===== src/rtl/ps2_keymap_receiver.sv =====
// Receive-only PS/2 decoder: synchronise and glitch-filter the pins, deframe bytes, decode
// scan-code prefixes into key events and keep a held-key bitmap from a parameter lookup table.
module ps2_keymap_receiver #(
  parameter int                    NUM_KEYS    = 32,
  parameter logic [NUM_KEYS*9-1:0] KEY_CODES   = (NUM_KEYS*9)'(18'h2D615),
  parameter int                    SCAN_SET    = 2,
  parameter int                    FILTER_LEN  = 8,
  parameter int                    TIMEOUT_CYC = 100000,
  parameter int                    ERR_W       = 8,
  localparam int                   IDX_W       = (NUM_KEYS > 1) ? $clog2(NUM_KEYS) : 1
) (
  input  logic                i_clk,
  input  logic                i_rst,
  input  logic                i_ps2_clk,
  input  logic                i_ps2_dat,
  input  logic                i_clear,
  output logic [NUM_KEYS-1:0] o_keys,
  output logic                o_evt_valid,
  output logic [7:0]          o_evt_code,
  output logic                o_evt_ext,
  output logic                o_evt_brk,
  output logic                o_evt_hit,
  output logic [IDX_W-1:0]    o_evt_idx,
  output logic                o_frame_err,
  output logic [ERR_W-1:0]    o_err_cnt,
  output logic [1:0]          o_dbg_state
);

  localparam int FW = $clog2(FILTER_LEN) + 1;
  localparam int TW = $clog2(TIMEOUT_CYC + 1);

  typedef enum logic [1:0] {S_IDLE, S_DATA, S_PARITY, S_STOP} state_t;

  logic [1:0]          clk_sync_q, dat_sync_q;
  logic                clk_s, dat_s;
  logic                filt_q, filt_d;
  logic [FW-1:0]       fcnt_q, fcnt_d;
  logic                fall;
  state_t              state_q, state_d;
  logic [2:0]          bitcnt_q, bitcnt_d;
  logic [7:0]          shift_q, shift_d;
  logic                par_q, par_d;
  logic [TW-1:0]       tmr_q, tmr_d;
  logic                err_d;
  logic                bv_q, bv_d;
  logic [7:0]          byte_q, byte_d;
  logic                ext_q, ext_d, brk_q, brk_d;
  logic                ev_d, ev_ext, ev_brk;
  logic [7:0]          ev_code;
  logic                hit;
  logic [IDX_W-1:0]    idx;
  logic                ignore_byte;
  logic [NUM_KEYS-1:0] keys_q, keys_d;

  assign clk_s = clk_sync_q[1];
  assign dat_s = dat_sync_q[1];

  // The filtered clock only follows the pin after FILTER_LEN consecutive differing samples.
  always_comb begin
    filt_d = filt_q;
    fcnt_d = '0;
    if (clk_s != filt_q) begin
      if (fcnt_q == FW'(FILTER_LEN - 1)) filt_d = clk_s;
      else                               fcnt_d = fcnt_q + 1'b1;
    end
  end

  assign fall = filt_q & ~filt_d;

  always_comb begin
    state_d  = state_q;
    bitcnt_d = bitcnt_q;
    shift_d  = shift_q;
    par_d    = par_q;
    tmr_d    = (state_q == S_IDLE) ? '0 : tmr_q + 1'b1;
    err_d    = 1'b0;
    bv_d     = 1'b0;
    byte_d   = byte_q;
    if (fall) begin
      tmr_d = '0;
      case (state_q)
        S_IDLE: begin
          if (!dat_s) begin
            state_d  = S_DATA;
            bitcnt_d = '0;
          end else begin
            err_d = 1'b1;
          end
        end
        S_DATA: begin
          shift_d  = {dat_s, shift_q[7:1]};
          bitcnt_d = bitcnt_q + 1'b1;
          if (bitcnt_q == 3'd7) state_d = S_PARITY;
        end
        S_PARITY: begin
          par_d   = dat_s;
          state_d = S_STOP;
        end
        default: begin
          state_d = S_IDLE;
          if (dat_s && (^{shift_q, par_q})) begin
            bv_d   = 1'b1;
            byte_d = shift_q;
          end else begin
            err_d = 1'b1;
          end
        end
      endcase
    end else if (state_q != S_IDLE && tmr_q == TW'(TIMEOUT_CYC - 1)) begin
      state_d = S_IDLE;
      err_d   = 1'b1;
      tmr_d   = '0;
    end
  end

  // Device responses and the pause prefix carry no key meaning.
  always_comb begin
    case (byte_q)
      8'h00, 8'hAA, 8'hEE, 8'hFA, 8'hFC, 8'hFE, 8'hFF, 8'hE1: ignore_byte = 1'b1;
      default:                                                ignore_byte = 1'b0;
    endcase
  end

  always_comb begin
    ext_d   = ext_q;
    brk_d   = brk_q;
    ev_d    = 1'b0;
    ev_ext  = ext_q;
    ev_brk  = (SCAN_SET == 1) ? byte_q[7] : brk_q;
    ev_code = (SCAN_SET == 1) ? {1'b0, byte_q[6:0]} : byte_q;
    if (bv_q) begin
      if (byte_q == 8'hE0) begin
        ext_d = 1'b1;
      end else if (SCAN_SET == 2 && byte_q == 8'hF0) begin
        brk_d = 1'b1;
      end else if (ignore_byte) begin
        ext_d = 1'b0;
        brk_d = 1'b0;
      end else begin
        ev_d  = 1'b1;
        ext_d = 1'b0;
        brk_d = 1'b0;
      end
    end
    if (i_clear) begin
      ext_d = 1'b0;
      brk_d = 1'b0;
    end
  end

  // Descending scan so the lowest matching index wins; all-zero entries are unused slots.
  always_comb begin
    hit = 1'b0;
    idx = '0;
    for (int i = NUM_KEYS - 1; i >= 0; i--) begin
      if (KEY_CODES[9*i +: 9] != 9'h000 && KEY_CODES[9*i +: 9] == {ev_ext, ev_code}) begin
        hit = 1'b1;
        idx = IDX_W'(i);
      end
    end
  end

  always_comb begin
    keys_d = keys_q;
    if (ev_d && hit) keys_d[idx] = ~ev_brk;
    if (i_clear)     keys_d = '0;
  end

  // o_evt_valid is a one-cycle strobe with no ready; the other o_evt_* fields hold until the next event.
  always_ff @(posedge i_clk or posedge i_rst) begin
    if (i_rst) begin
      clk_sync_q  <= 2'b11;
      dat_sync_q  <= 2'b11;
      filt_q      <= 1'b1;
      fcnt_q      <= '0;
      state_q     <= S_IDLE;
      bitcnt_q    <= '0;
      shift_q     <= '0;
      par_q       <= 1'b0;
      tmr_q       <= '0;
      bv_q        <= 1'b0;
      byte_q      <= '0;
      ext_q       <= 1'b0;
      brk_q       <= 1'b0;
      keys_q      <= '0;
      o_evt_valid <= 1'b0;
      o_evt_code  <= '0;
      o_evt_ext   <= 1'b0;
      o_evt_brk   <= 1'b0;
      o_evt_hit   <= 1'b0;
      o_evt_idx   <= '0;
      o_frame_err <= 1'b0;
      o_err_cnt   <= '0;
    end else begin
      clk_sync_q  <= {clk_sync_q[0], i_ps2_clk};
      dat_sync_q  <= {dat_sync_q[0], i_ps2_dat};
      filt_q      <= filt_d;
      fcnt_q      <= fcnt_d;
      state_q     <= state_d;
      bitcnt_q    <= bitcnt_d;
      shift_q     <= shift_d;
      par_q       <= par_d;
      tmr_q       <= tmr_d;
      bv_q        <= bv_d;
      byte_q      <= byte_d;
      ext_q       <= ext_d;
      brk_q       <= brk_d;
      keys_q      <= keys_d;
      o_evt_valid <= ev_d;
      if (ev_d) begin
        o_evt_code <= ev_code;
        o_evt_ext  <= ev_ext;
        o_evt_brk  <= ev_brk;
        o_evt_hit  <= hit;
        o_evt_idx  <= idx;
      end
      o_frame_err <= err_d;
      if (o_frame_err && o_err_cnt != '1) o_err_cnt <= o_err_cnt + 1'b1;
    end
  end

  assign o_keys      = keys_q;
  assign o_dbg_state = state_q;

endmodule

===== config.mk =====
export PLATFORM = sky130hd
export DESIGN_NAME = ps2_keymap_receiver
export DESIGN_NICKNAME = d
export VERILOG_FILES = /design/src/rtl/ps2_keymap_receiver.sv
export SDC_FILE = /design/constraint.sdc
export NUM_CORES = 1
export LEC_CHECK = 0
export ABC_AREA = 1
export BUFFER_PORTS_ARGS = -buffer_cell sky130_fd_sc_hd__buf_2
export CAP_MARGIN = 15
export CORE_MARGIN = 5
export CORE_UTILIZATION = 55
export DETAILED_ROUTE_END_ITERATION = 8
export PLACE_DENSITY = 0.77
export SLEW_MARGIN = 20
export SYNTH_ARGS = -nofsm -noshare
export SYNTH_HDL_FRONTEND = slang
export SYNTH_SLANG_ARGS = --single-unit

===== constraint.sdc =====
create_clock -name i_clk -period 4.1 [get_ports i_clk]
set_input_delay 0.205 -clock i_clk [delete_from_list [all_inputs] [get_ports i_clk]]
set_output_delay 0.205 -clock i_clk [all_outputs]
set_load 0.03 [all_outputs]

==> out/qor.csv <==
stage,metric,value,unit
sta,crit path time final,2.029,ns
finish,Post-Layout Inst Area,4358,µm²
yosys,Gate Count Post-Synth,480,
yosys,Synth cell types,41,
global_routing,first-pass GRT wire length,12920,µm
clock_network,TritonCTS Buffers,9,
finish,"commonest non-fill, non-tap cells in the layout","128 x nand2_1, 70 x dfrtp_1, 59 x inv_1, 34 x conb_1",
pwr,logic gate share of total power,7.3,%
placement,worst slack at placement,2.086,ns
clock_network,root buffer cell,clkbuf_8,
sta,Setup TNS,0,ns
detailed_routing,post-route ant nets,0,
yosys,cell area after synthesis,4019,µm²
sta,final setup vio count,0,
sta,final count of hold timing violations,0,
critical_path,reg2reg end,o_keys[1]$_DFFE_PP0P_,
global_routing,antenna violations before repair,0,
critical_path,Critical Path Source Type,register,
status,status,"finished, final reports clean",
critical_path,CP startpoint,byte_q[4]$_DFFE_PP0P_,
detailed_routing,first-pass detailed-route iteration total,4,
placement,PortBufs,30,
sta,crit share post-route,49.49,%
run,# Max-Cap Violations,0,
clock_network,H-tree lvl count,3,
finish,nets,535,
pwr,"Power, Total",1.425,mW
sta,"Slew Viols, Final",0,
sta,worst-margin pin slew,0.7784,ns
floorplan,# rows,31,
placement,Post-DP Area,4143,µm²
floorplan,die width,95.48,µm
critical_path,r2r startpoint,byte_q[4]$_DFFE_PP0P_,
detailed_routing,via count,3098,
critical_path,Worst Setup EP,o_keys[1]$_DFFE_PP0P_,
global_routing,grt met3 use,3.946,%
floorplan,Initial Util,56.01,%
clock_network,Clock Latency Late Sink,0.35,ns
yosys,top_reg_cell synth,dfrtp_1,
critical_path,"Arr. time, crit path",2.33,ns
critical_path,CP endpoint kind,register,
yosys,asr flop ratio synth,100.0,%
pwr,worst vdd ir,0.1662,mV
yosys,Syn Area/Cell,8.373,µm²
pwr,leakage,2.248,nW
sta,Max transition margin,48.03,%
global_routing,GR Util met1,23.80,%
detailed_routing,DRC errors left,0,
clock_network,CTS tree,yes,
finish,ratio of cells with drive above 1 in the final layout,14.10,%
detailed_routing,DR iter-0 viols,181,
sta,Fin Clk Skew,0.006412,ns
yosys,synthesis warning total,0,
global_routing,GRT Overall Usage,17.97,%
hold_path,worst hold path type,input pin to register,
finish,area grow syn2layout,8.437,%
global_routing,pin count of the biggest net entering global routing,41,
clock_network,"Reg clk slew, reported paths",0.09,ns
clock_network,CTS sink count,75,
finish,"commonest non-fill, non-tap cell in the layout",nand2_1,
detailed_routing,wire per inst,12.28,µm
floorplan,IO Pins,65,
pwr,sequential share of power,54.9,%
pwr,P_sw,0.4096,mW
sta,RSZ-0062 raised after global routing,no,
critical_path,"Max FO, Critical Path",22,
placement,Post-DP HPWL,5559,µm
yosys,Synth Register Bits,75,
pwr,clock power share,37.8,%
detailed_routing,vias per cell,4.965,
yosys,sequential area share after synthesis,46.86,%
global_routing,vias in the first global route,2884,
finish,ANT cells,0,
floorplan,Chip Height,95.48,µm
finish,Fillers,620,
clock_network,post_cts resized,0,
finish,Layout Cells excl Fill,624,
pwr,Power Internal,1.015,mW
global_routing,total grt overflow,0,
critical_path,critical path class,register to register,
global_routing,most used routing layer,met2,
sta,Achievable Freq,0.4929,GHz
pwr,switching share of total power,28.74,%
critical_path,worst reg-to-reg path cell count,11,
placement,gpl congestion,0.8703,
clock_network,CTS Buffer Depth,2,
pwr,PD cells,327.0,nW/µm²
floorplan,core region area,7176,µm²
yosys,"EDFF count, synth",0,
sta,setup ws final,2.071,ns
global_routing,GR Util met2,28.92,%
floorplan,Die ar.,9116,µm²
placement,dpl cells,605,
detailed_routing,final WL,7660,µm
critical_path,FF-to-FF setup slack,2.07,ns
critical_path,Worst EP required,4.40,ns
cell usage after synthesis (9+ instances only):
cell	instances	share of area [%]
nand2_1	128	12
dfrtp_1	70	44
xor2_1	11	2.4
inv_1	60	5.6
nor2_1	30	2.8
nor3_1	9	1.1
a21oi_1	13	1.6
buf_4	34	6.4
ha_1	10	3.1
nand3_1	22	2.7
o21ai_0	28	3.5
nand4_1	17	2.6
flip-flops by register name (all words and copies together), names as in the netlist, 3 cells and up:
| name | cells |
|---|---|
| tmr_q | 17 |
| byte_q | 8 |
| o_err_cnt | 8 |
| o_evt_code | 8 |
| shift_q | 8 |
| fcnt_q | 4 |
| bitcnt_q | 3 |
routing by layer:
layer / wire length (µm) / vias to the layer above
met5: 0 / -
met4: 132 / 0
li1: - / 1545
met1: 3508 / 1451
met3: 434 / 11
met2: 3585 / 91
logic make-up (layout without fill, tap and decap cells):
group	count (synthesis)	after routing	synth area share [%]
simple gates	232	232	27.77
buf+inv	100	112	12.80
fa+ha+maj	10	10	3.113
other cells	1	34	0.09331
xor+xnor	14	14	3.051
flops	75	75	46.86
compound gates	48	48	6.320
per-stage QoR:
| stage | hold slack (ns) | utilization (%) |
|---|---|---|
| after floorplan | 0.2095 | - |
| after detailed placement | 0.3138 | 57.73 |
| after global placement | 0.3116 | 57.73 |
| final | 0.1589 | 60.73 |
| after CTS | 0.1411 | 60.73 |
| after global routing | 0.1680 | 60.73 |
how the worst min path moves through the flow:
| stage | startpoint | end | cells after the start | slack (ns) |
|---|---|---|---|---|
| 4_1_cts | i_clear | o_keys[0]$_DFFE_PP0P_ | 4 | 0.14 |
| 5_1_grt | i_clear | o_keys[0]$_DFFE_PP0P_ | 4 | 0.17 |
| 6_report | i_clear | o_keys[0]$_DFFE_PP0P_ | 4 | 0.16 |
| 2_1_floorplan | i_ps2_clk | clk_sync_q[0]$_DFF_PP1_ | 0 | 0.21 |
| 3_3_place_gp | i_ps2_dat | dat_sync_q[0]$_DFF_PP1_ | 1 | 0.31 |
| 3_5_place_dp | i_ps2_dat | dat_sync_q[0]$_DFF_PP1_ | 1 | 0.31 |
timing repair:
action / 4_1_cts / 5_1_grt
buffers inserted: 0 / 0
hold buffers: 3 / 0
endpoints found under the hold margin: 14 / 0
critical path, stage by stage (launching register included):
cell and delay (ns):
dfrtp_1 0.40, inv_1 0.11, nand2_1 0.11, nor3_1 0.27
nand2_1 0.08, nand2_1 0.08, inv_1 0.05, nand2_1 0.43
inv_1 0.19, nand2_1 0.12, nand3_1 0.07, nand2_1 0.06
final cells by class:
class,instances,area [µm²],share of cell area (%)
clock inverters,7,61.31,1.407
flip-flops and latches,75,1883,43.21
multi-input cells,338,1745,40.05
well taps,99,123.9,2.842
clock buffers,9,123.9,2.842
inverters,62,232.7,5.340
repair buffers,34,187.7,4.307
power groups by stage:
| stage | registers, mW | logic [mW] | clock network (mW) |
|---|---|---|---|
| after floorplan | 0.796 | 0.107 | 0 |
| after global placement | 0.795 | 0.0987 | 0 |
| after detailed placement | 0.797 | 0.103 | 0 |
| after CTS | 0.783 | 0.105 | 0.550 |
| after global routing | 0.785 | 0.119 | 0.587 |
| final | 0.782 | 0.105 | 0.538 |
No activity file was read; power rests on OpenSTA's default activity.
